--- config.mk ---
export PLATFORM = sky130hd
export DESIGN_NAME = reg8_rr_write_arbiter_flat
export DESIGN_NICKNAME = d
export VERILOG_FILES = /design/src/rtl/reg8_rr_write_arbiter_if.sv /design/src/rtl/reg8_rr_write_arbiter.sv /design/src/flat_wrapper.sv
export SDC_FILE = /design/constraint.sdc
export NUM_CORES = 1
export LEC_CHECK = 0
export CAP_MARGIN = 10
export CELL_PAD_IN_SITES_DETAIL_PLACEMENT = 2
export CELL_PAD_IN_SITES_GLOBAL_PLACEMENT = 2
export CORE_UTILIZATION = 23
export DETAILED_ROUTE_END_ITERATION = 10
export PLACE_DENSITY = 0.83
export RECOVER_POWER = 50
export SYNTH_ARGS = -nofsm -noshare
export SYNTH_HDL_FRONTEND = slang
export SYNTH_SLANG_ARGS = --single-unit
--- constraint.sdc ---
create_clock -name clk -period 2.7 [get_ports clk]
set_input_delay 0.81 -clock clk [delete_from_list [all_inputs] [get_ports clk]]
set_output_delay 0.81 -clock clk [all_outputs]
set_load 0.02 [all_outputs]
--- src/rtl/reg8_rr_write_arbiter_if.sv ---
// Write-port bundle for the round-robin shared-register arbiter.
// The requester side drives req/lock/wdata. The arbiter drives the grant,
// ack and register view.
interface reg8_rr_write_arbiter_if #(
  parameter int N_REQ = 4,
  parameter int DW    = 8
);
  localparam int OW = (N_REQ > 1) ? $clog2(N_REQ) : 1;

  logic [N_REQ-1:0]    req;
  logic [N_REQ-1:0]    lock;
  logic [N_REQ*DW-1:0] wdata;
  logic [N_REQ-1:0]    gnt;
  logic [N_REQ-1:0]    ack;
  logic [DW-1:0]       q;
  logic                busy;
  logic [OW-1:0]       owner;

  // Requester side
  modport master (
    output req, lock, wdata,
    input  gnt, ack, q, busy, owner
  );

  // Arbiter side
  modport slave (
    input  req, lock, wdata,
    output gnt, ack, q, busy, owner
  );
endinterface

--- src/rtl/reg8_rr_write_arbiter.sv ---
// Round-robin write arbiter in front of a single DW-bit holding register.
// A granted owner may keep the register for a locked burst of up to
// MAX_HOLD writes. After that burst the grant is always released so the
// other requesters get a turn.
// At re-arbitration the current owner is searched last, so it only wins
// again when nobody else is asking.
module reg8_rr_write_arbiter #(
  parameter int            N_REQ     = 4,
  parameter int            DW        = 8,
  parameter logic [DW-1:0] RESET_VAL = 8'h34,
  parameter int            MAX_HOLD  = 4
) (
  input  logic                         clk,
  input  logic                         reset,
  reg8_rr_write_arbiter_if.slave       bus
);

  localparam int OW = (N_REQ > 1) ? $clog2(N_REQ) : 1;
  localparam int CW = $clog2(MAX_HOLD + 1);

  typedef enum logic {
    IDLE,
    GRANT
  } state_t;

  state_t           state_reg;
  logic [OW-1:0]    owner_reg;
  logic [CW-1:0]    cnt_reg;
  logic [N_REQ-1:0] gnt_reg;
  logic             busy_reg;
  logic [DW-1:0]    q_reg;

  logic [DW-1:0]    wdata_arr [N_REQ];
  logic [N_REQ-1:0] ack_vec;
  logic             any_req;
  logic [OW-1:0]    winner_next;
  logic [N_REQ-1:0] winner_onehot;
  logic             stay;

  // Unpack per-requester write data, and form the write-accept strobes.
  for (genvar gi = 0; gi < N_REQ; gi++) begin : g_port
    assign wdata_arr[gi] = bus.wdata[gi*DW +: DW];
    assign ack_vec[gi]   = gnt_reg[gi] & bus.req[gi];
  end

  assign any_req = |bus.req;

  // The owner keeps the register only while it keeps requesting and
  // locking, and while the tenure is under the fairness cap.
  assign stay = bus.req[owner_reg] & bus.lock[owner_reg] &
                (cnt_reg < CW'(MAX_HOLD - 1));

  // Rotating priority search that starts just after the current owner.
  // The owner itself is the last candidate.
  always_comb begin
    logic          found;
    logic [OW-1:0] idx;
    winner_next = owner_reg;
    found       = 1'b0;
    idx         = '0;
    for (int k = 1; k <= N_REQ; k++) begin
      idx = OW'((int'(owner_reg) + k) % N_REQ);
      if (!found && bus.req[idx]) begin
        found       = 1'b1;
        winner_next = idx;
      end
    end
  end

  assign winner_onehot = N_REQ'(1) << winner_next;

  // Grant FSM, tenure counter and shared register. All of these are
  // registered, and reset wins over any write that is pending.
  always_ff @(posedge clk) begin
    if (reset) begin
      state_reg <= IDLE;
      owner_reg <= OW'(N_REQ - 1);
      cnt_reg   <= '0;
      gnt_reg   <= '0;
      busy_reg  <= 1'b0;
      q_reg     <= RESET_VAL;
    end else begin
      // ack is only ever set for the owner, so its data is the one written.
      if (|ack_vec) begin
        q_reg <= wdata_arr[owner_reg];
      end
      case (state_reg)
        IDLE: begin
          if (any_req) begin
            state_reg <= GRANT;
            owner_reg <= winner_next;
            gnt_reg   <= winner_onehot;
            busy_reg  <= 1'b1;
            cnt_reg   <= '0;
          end
        end
        GRANT: begin
          if (stay) begin
            cnt_reg <= cnt_reg + CW'(1);
          end else if (any_req) begin
            // Hand over directly, with no idle cycle in between.
            owner_reg <= winner_next;
            gnt_reg   <= winner_onehot;
            busy_reg  <= 1'b1;
            cnt_reg   <= '0;
          end else begin
            // owner_reg keeps the last owner, so the next search is still fair.
            state_reg <= IDLE;
            gnt_reg   <= '0;
            busy_reg  <= 1'b0;
            cnt_reg   <= '0;
          end
        end
        default: begin
          state_reg <= IDLE;
          gnt_reg   <= '0;
          busy_reg  <= 1'b0;
          cnt_reg   <= '0;
        end
      endcase
    end
  end

  assign bus.gnt   = gnt_reg;
  assign bus.ack   = ack_vec;
  assign bus.q     = q_reg;
  assign bus.busy  = busy_reg;
  assign bus.owner = owner_reg;

endmodule

--- src/flat_wrapper.sv ---
// flat-port wrapper written by rule: the top's interface ports become plain ports
module reg8_rr_write_arbiter_flat 
#(
  parameter int            N_REQ     = 4,
  parameter int            DW        = 8,
  parameter logic [DW-1:0] RESET_VAL = 8'h34,
  parameter int            MAX_HOLD  = 4
)
  (clk, reset, bus_req, bus_lock, bus_wdata, bus_gnt, bus_ack, bus_q, bus_busy, bus_owner);
  reg8_rr_write_arbiter_if #(.N_REQ(N_REQ), .DW(DW)) bus_i ();
  input  logic clk;
  input  logic reset;
  input wire logic [$bits(bus_i.req)-1:0] bus_req;
  input wire logic [$bits(bus_i.lock)-1:0] bus_lock;
  input wire logic [$bits(bus_i.wdata)-1:0] bus_wdata;
  output wire logic [$bits(bus_i.gnt)-1:0] bus_gnt;
  output wire logic [$bits(bus_i.ack)-1:0] bus_ack;
  output wire logic [$bits(bus_i.q)-1:0] bus_q;
  output wire logic [$bits(bus_i.busy)-1:0] bus_busy;
  output wire logic [$bits(bus_i.owner)-1:0] bus_owner;
  assign bus_i.req = bus_req;
  assign bus_i.lock = bus_lock;
  assign bus_i.wdata = bus_wdata;
  assign bus_gnt = bus_i.gnt;
  assign bus_ack = bus_i.ack;
  assign bus_q = bus_i.q;
  assign bus_busy = bus_i.busy;
  assign bus_owner = bus_i.owner;
  reg8_rr_write_arbiter #(.N_REQ(N_REQ), .DW(DW), .RESET_VAL(RESET_VAL), .MAX_HOLD(MAX_HOLD)) u_core (.clk(clk), .reset(reset), .bus(bus_i));
endmodule
Word-level counts from Yosys, hierarchy flattened:

Index checks and enable logic that the tools add are counted.

* flip-flop bits (word level): 19
* output and inout port bits: 19
* logic and storage cells: 76

* add/subtract/negate cells: 5
* magnitude comparators: 7
* equal/unequal tests: 2
* shift operators: 1
* mux-type cells: 38
* bitwise gates (word level): 8
* reductions and logical operators: 9

Operators by type and width (number)
* binary-select mux 8 bit (select 2 bit): 1
* 2-to-1 mux 8 bit: 2
* less-than comparator 2 x 3 -> 1 bit, second input constant: 5
* 2-to-1 mux 1 bit: 13
* binary-select mux 1 bit (select 2 bit): 6
* 2-to-1 mux 2 bit: 6
* 2-to-1 mux 4 bit: 3
* case mux 4 bit (2 select lines): 1
* OR reduction 4 bit: 2
* AND 1 bit: 6
* 2-to-1 mux 3 bit: 2
* case mux 3 bit (2 select lines): 1
* adder 2 x 1 -> 2 bit, second input constant: 2
* adder 2 bit, second input constant: 2
* case mux 1 bit (2 select lines): 2
* case mux 2 bit (2 select lines): 1
* left shift 1 x 2 -> 4 bit, first input constant: 1
* adder 3 x 1 -> 3 bit, second input constant: 1
* greater-or-equal comparator 3 bit, second input constant: 1
* logical AND 1 bit: 3
* zero test 1 bit: 3
* less-than comparator 3 x 2 -> 1 bit, second input constant: 1
* inverter 2 -> 3 bit: 1
* != test 2 x 1 -> 1 bit, second input constant: 1
* other kinds (3): 3

Longest topological paths before layout:

Gate-level depths: netlist (run 1).

* depth after elaboration: 17
* gate-level depth with buffers: 6
* depth with buffers taken out: 4

Worst setup path after synthesis (run 1):

No wires, ideal clock.

* path type: input -> register
* start point: input port bus_req[2]
* end point: register u_core.q_reg[0] (netlist: u_core.bus.q[0])
* data arrival time: 1.902 ns
* data required time: 2.572 ns
* setup slack: 0.670 ns
* stages: 5
* cells stage by stage: and2_1 -> or4_4 -> buf_6 -> mux2i_1 -> nor2_1

* word-level cells in the longest chain between the ends: 2

Ends and longest elaborated chain
* start, declared: line flat_wrapper.sv:13 `input wire logic [$bits(bus_i.req)-1:0] bus_req;`
* AND 1 bit: line reg8_rr_write_arbiter.sv:43 `assign ack_vec[gi] = gnt_reg[gi] & bus.req[gi];`
* OR reduction 4 bit: line reg8_rr_write_arbiter.sv:84 `if (|ack_vec) begin`
* end signal, assigned: line reg8_rr_write_arbiter.sv:85 `q_reg <= wdata_arr[owner_reg];`
* end, declared: line reg8_rr_write_arbiter.sv:31 `logic [DW-1:0] q_reg;`

Every way passes these cells.
A chain may end at the register's enable or synchronous reset.

Worst setup path in the final report (run 1):

* start point: input port bus_req[2]
* end point: output port bus_ack[2]

* word-level cells in the longest chain between the ends: 1

Ends and longest elaborated chain
* AND 1 bit: line reg8_rr_write_arbiter.sv:43
* end, declared: line flat_wrapper.sv:17 `output wire logic [$bits(bus_i.ack)-1:0] bus_ack;`

Every way passes these cells.

==> results of run 1 <==
[metal layers]
metal | vias up | part of all wire, % | track usage (%)
met1 | 576 | 38 | 18.0
li1 | 566 | - | -
met5 | - | 0 | 0
met4 | 0 | 1.8 | 5.01
met3 | 8 | 6.8 | 3.61
met2 | 45 | 54 | 34.0
[power by group through the flow]
stage               Clock (W)  Combinational (W)  Sequential, W
floorplan                   0           0.000204       0.000380
global placement            0           0.000403       0.000353
detailed placement          0           0.000420       0.000358
CTS                  0.000199           0.000421       0.000353
global route         0.000214           0.000436       0.000356
finish               0.000193           0.000403       0.000351
[layout make-up]
cell class	instances	area [µm²]
fillers	523	2860
multi-input cells	83	684
repair buffers	68	656
flip-flops and latches	19	380
well taps	67	83.8
clock buffers	4	45.0
inverters	11	41.3
[worst register-to-register path: stages, from the launching register on]
cell and delay [ns]:
dfxtp_1 0.54, buf_4 0.28, inv_1 0.08, a2111oi_0 0.58, o31ai_1 0.31, o21ai_0 0.23
[cell usage in the layout (no fill, tap or decap), drive strengths merged, types with 2 or more instances in the layout]
master / count
clkdlybuf4s50: 43
nor2: 12
nand2: 8
nand3b: 2
dfxtp: 19
mux2i: 9
or3: 3
dlygate4sd3: 13
mux4: 9
clkbuf: 4
a21oi: 3
nand3: 2
o31ai: 2
buf: 8
a2111oi: 2
o21ai: 3
nand2b: 3
inv: 11
and2: 5
o32a: 2
or4: 2
o22ai: 4
dlygate4sd2: 4
[stage by stage]
stage / total power, W / std cells
global route: 0.00101 / 252
finish: 0.000947 / 252
detailed placement: 0.000778 / 248
floorplan: 0.000584 / 119
CTS: 0.000974 / 252
global placement: 0.000756 / 248
[timing repair]
item	in CTS	in global routing
setup endpoints to repair	4	0
resized for setup	4	0
hold buffers	0	0
[logic make-up after synthesis]
kind of cell	after synthesis	synth area share, %
adders and majority gates	1	1.09
and+or+nand+nor	45	21.7
muxes	18	25.6
buffers and inverters	17	6.67
AOI/OAI and AO/OA	19	11.7
DFF	19	33.2
[how the worst max path moves through the flow]
stage,end,slack (ns),depth (start not counted)
final,bus_ack[2],0.07,3
after global routing,u_core.bus.busy,0.03,6
after global placement,bus_ack[2],-0.14,3
after CTS,bus_ack[0],0.06,3
after floorplan,u_core.bus.q[0],0.67,5
after detailed placement,bus_ack[0],-0.21,3
==> metrics.cfg, run 1 <==
[worst_hold_path]
min_path_cells=2
min_to=u_core.bus.q[5]
min-delay-start=u_core.bus.q[5]
hold_class=flip-flop to flip-flop

[synth]
netlist_area_um2=1140
synth_cell_type_count=36
synthFlopType=dfxtp_1
ys_ff_latch=19
synth.largest_area_cell=dfxtp_1
synth.most_common_cell=dfxtp_1
async_flop_share_pct=0
synth_top_cell_area_share_pct=33.2
synth_commonest_cells=dfxtp_1, nor2_1, inv_1
yosys_warnings=0
syn-num-nets=162
avgSynthCellArea_um2=9.62
ys_top_cells_by_area=dfxtp_1, mux4_2, mux2i_1, nor2_1, inv_1
synth_edf_count=0
syn_inst=119
synth_seq_area_share_pct=33.2

[timing]
tightest_slew_ns=0.695
whs_ns=0.482
rsz0062_at_grt=false
fin_crit_sh_pct=97.5
timing.final.max_slew_violations=0
finalHoldViolCount=0
fin_crit_ns=2.63
finalSetupViolations=0
fmax_mhz=380
fin_ws_ns=0.0681
worst_clock_skew_ns=0.00322
slew_headroom_pct=53.3
final.setup.tns_ns=0

[run]
cap_viol_max_count=0

[clock_network]
h-tree-depth=1
cts_buffer_depth=2
cts_buffers=3
postCtsSetupBuffers=0
root_buffer=clkbuf_8
clk_pin_slew_ns=0.06
clock_latency_ns=0.25
clock-sinks=19
cts_tree=done

[placed_design]
place_ws_ns=-0.208
hpwl_um=3490
portBuffers=60
place.gp.congestion=0.761
dpl_cell_area_um2=1850

[finish]
design_area_um2=1890
layout-drive-gt1-share_pct=13.5
diodes=0
final_core_util_pct=39.8
finalNetCount=229
largest_reg_flops=8
syn_to_final_growth_pct=65.1

[floorplanning]
rows=25
fp.coreArea_um2=4750
die_y_um=72.6
io_pins=61
initial_utilization_pct=24.1
die_area_um2=5260
die_w_um=72.6

[critical_path]
path_class=input pin to primary output
ff2ff_setup_slack_ns=0.60
endpoint_kind=primary output
crit_start=bus_req[2]
required_ns=1.89
worstPathMaxFanout=2
critPathSlowestCell=clkdlybuf4s50_1
ff2ff_path_depth=5
cp_slowest_stage_delay_ns=0.47
worstPathArrival_ns=1.82
cp_num_buf_inv=2
path_delay_family=buffers and inverters
crit_chain=clkdlybuf4s50_1, and2_0, dlygate4sd2_1
startpoint_type=input pin
r2r-end=u_core.bus.busy
reg2reg_from=u_core.bus.owner[1]

[power_and_ir_drop]
power.leakage_nw=0.742
intPower_w=0.000636
switchingPower_w=0.000310
swShare_pct=32.8
combPwrFrac_pct=42.6
pwr-share-seq_pct=37.0
p_clk_share_pct=20.4
p_per_area_nw_per_um2=501
max-vdd-ir-drop_v=0.000193

[grt]
grt_start_max_net_pins=13
grt_pass1_wl_um=6910
grt.total_usage_pct=17.2
antenna_found_initial=0
grt_pass1_vias=1342
overflow=0

[route]
drtPass1Iterations=3
wl_per_cell_um=16.9
routed_wl_um=4260
drcViolationCount=0
vias_per_cell=4.74
vias=1195
drt_iter0_drc=27
antenna_left=0

[status]
outcome=complete, no violations

Note: power is estimated with default switching activity, not from simulation.
==> run 2: changes to the inputs <==
- SLEW_MARGIN: not set -> 25
==> results of run 2 <==
No change in the layout: final DEF, timing and power equal those of run 1.
==> run 3: changes to the inputs <==
- TNS_END_PERCENT: not set -> 5
==> results of run 3 <==
No change in the layout: final DEF, timing and power equal those of run 1.
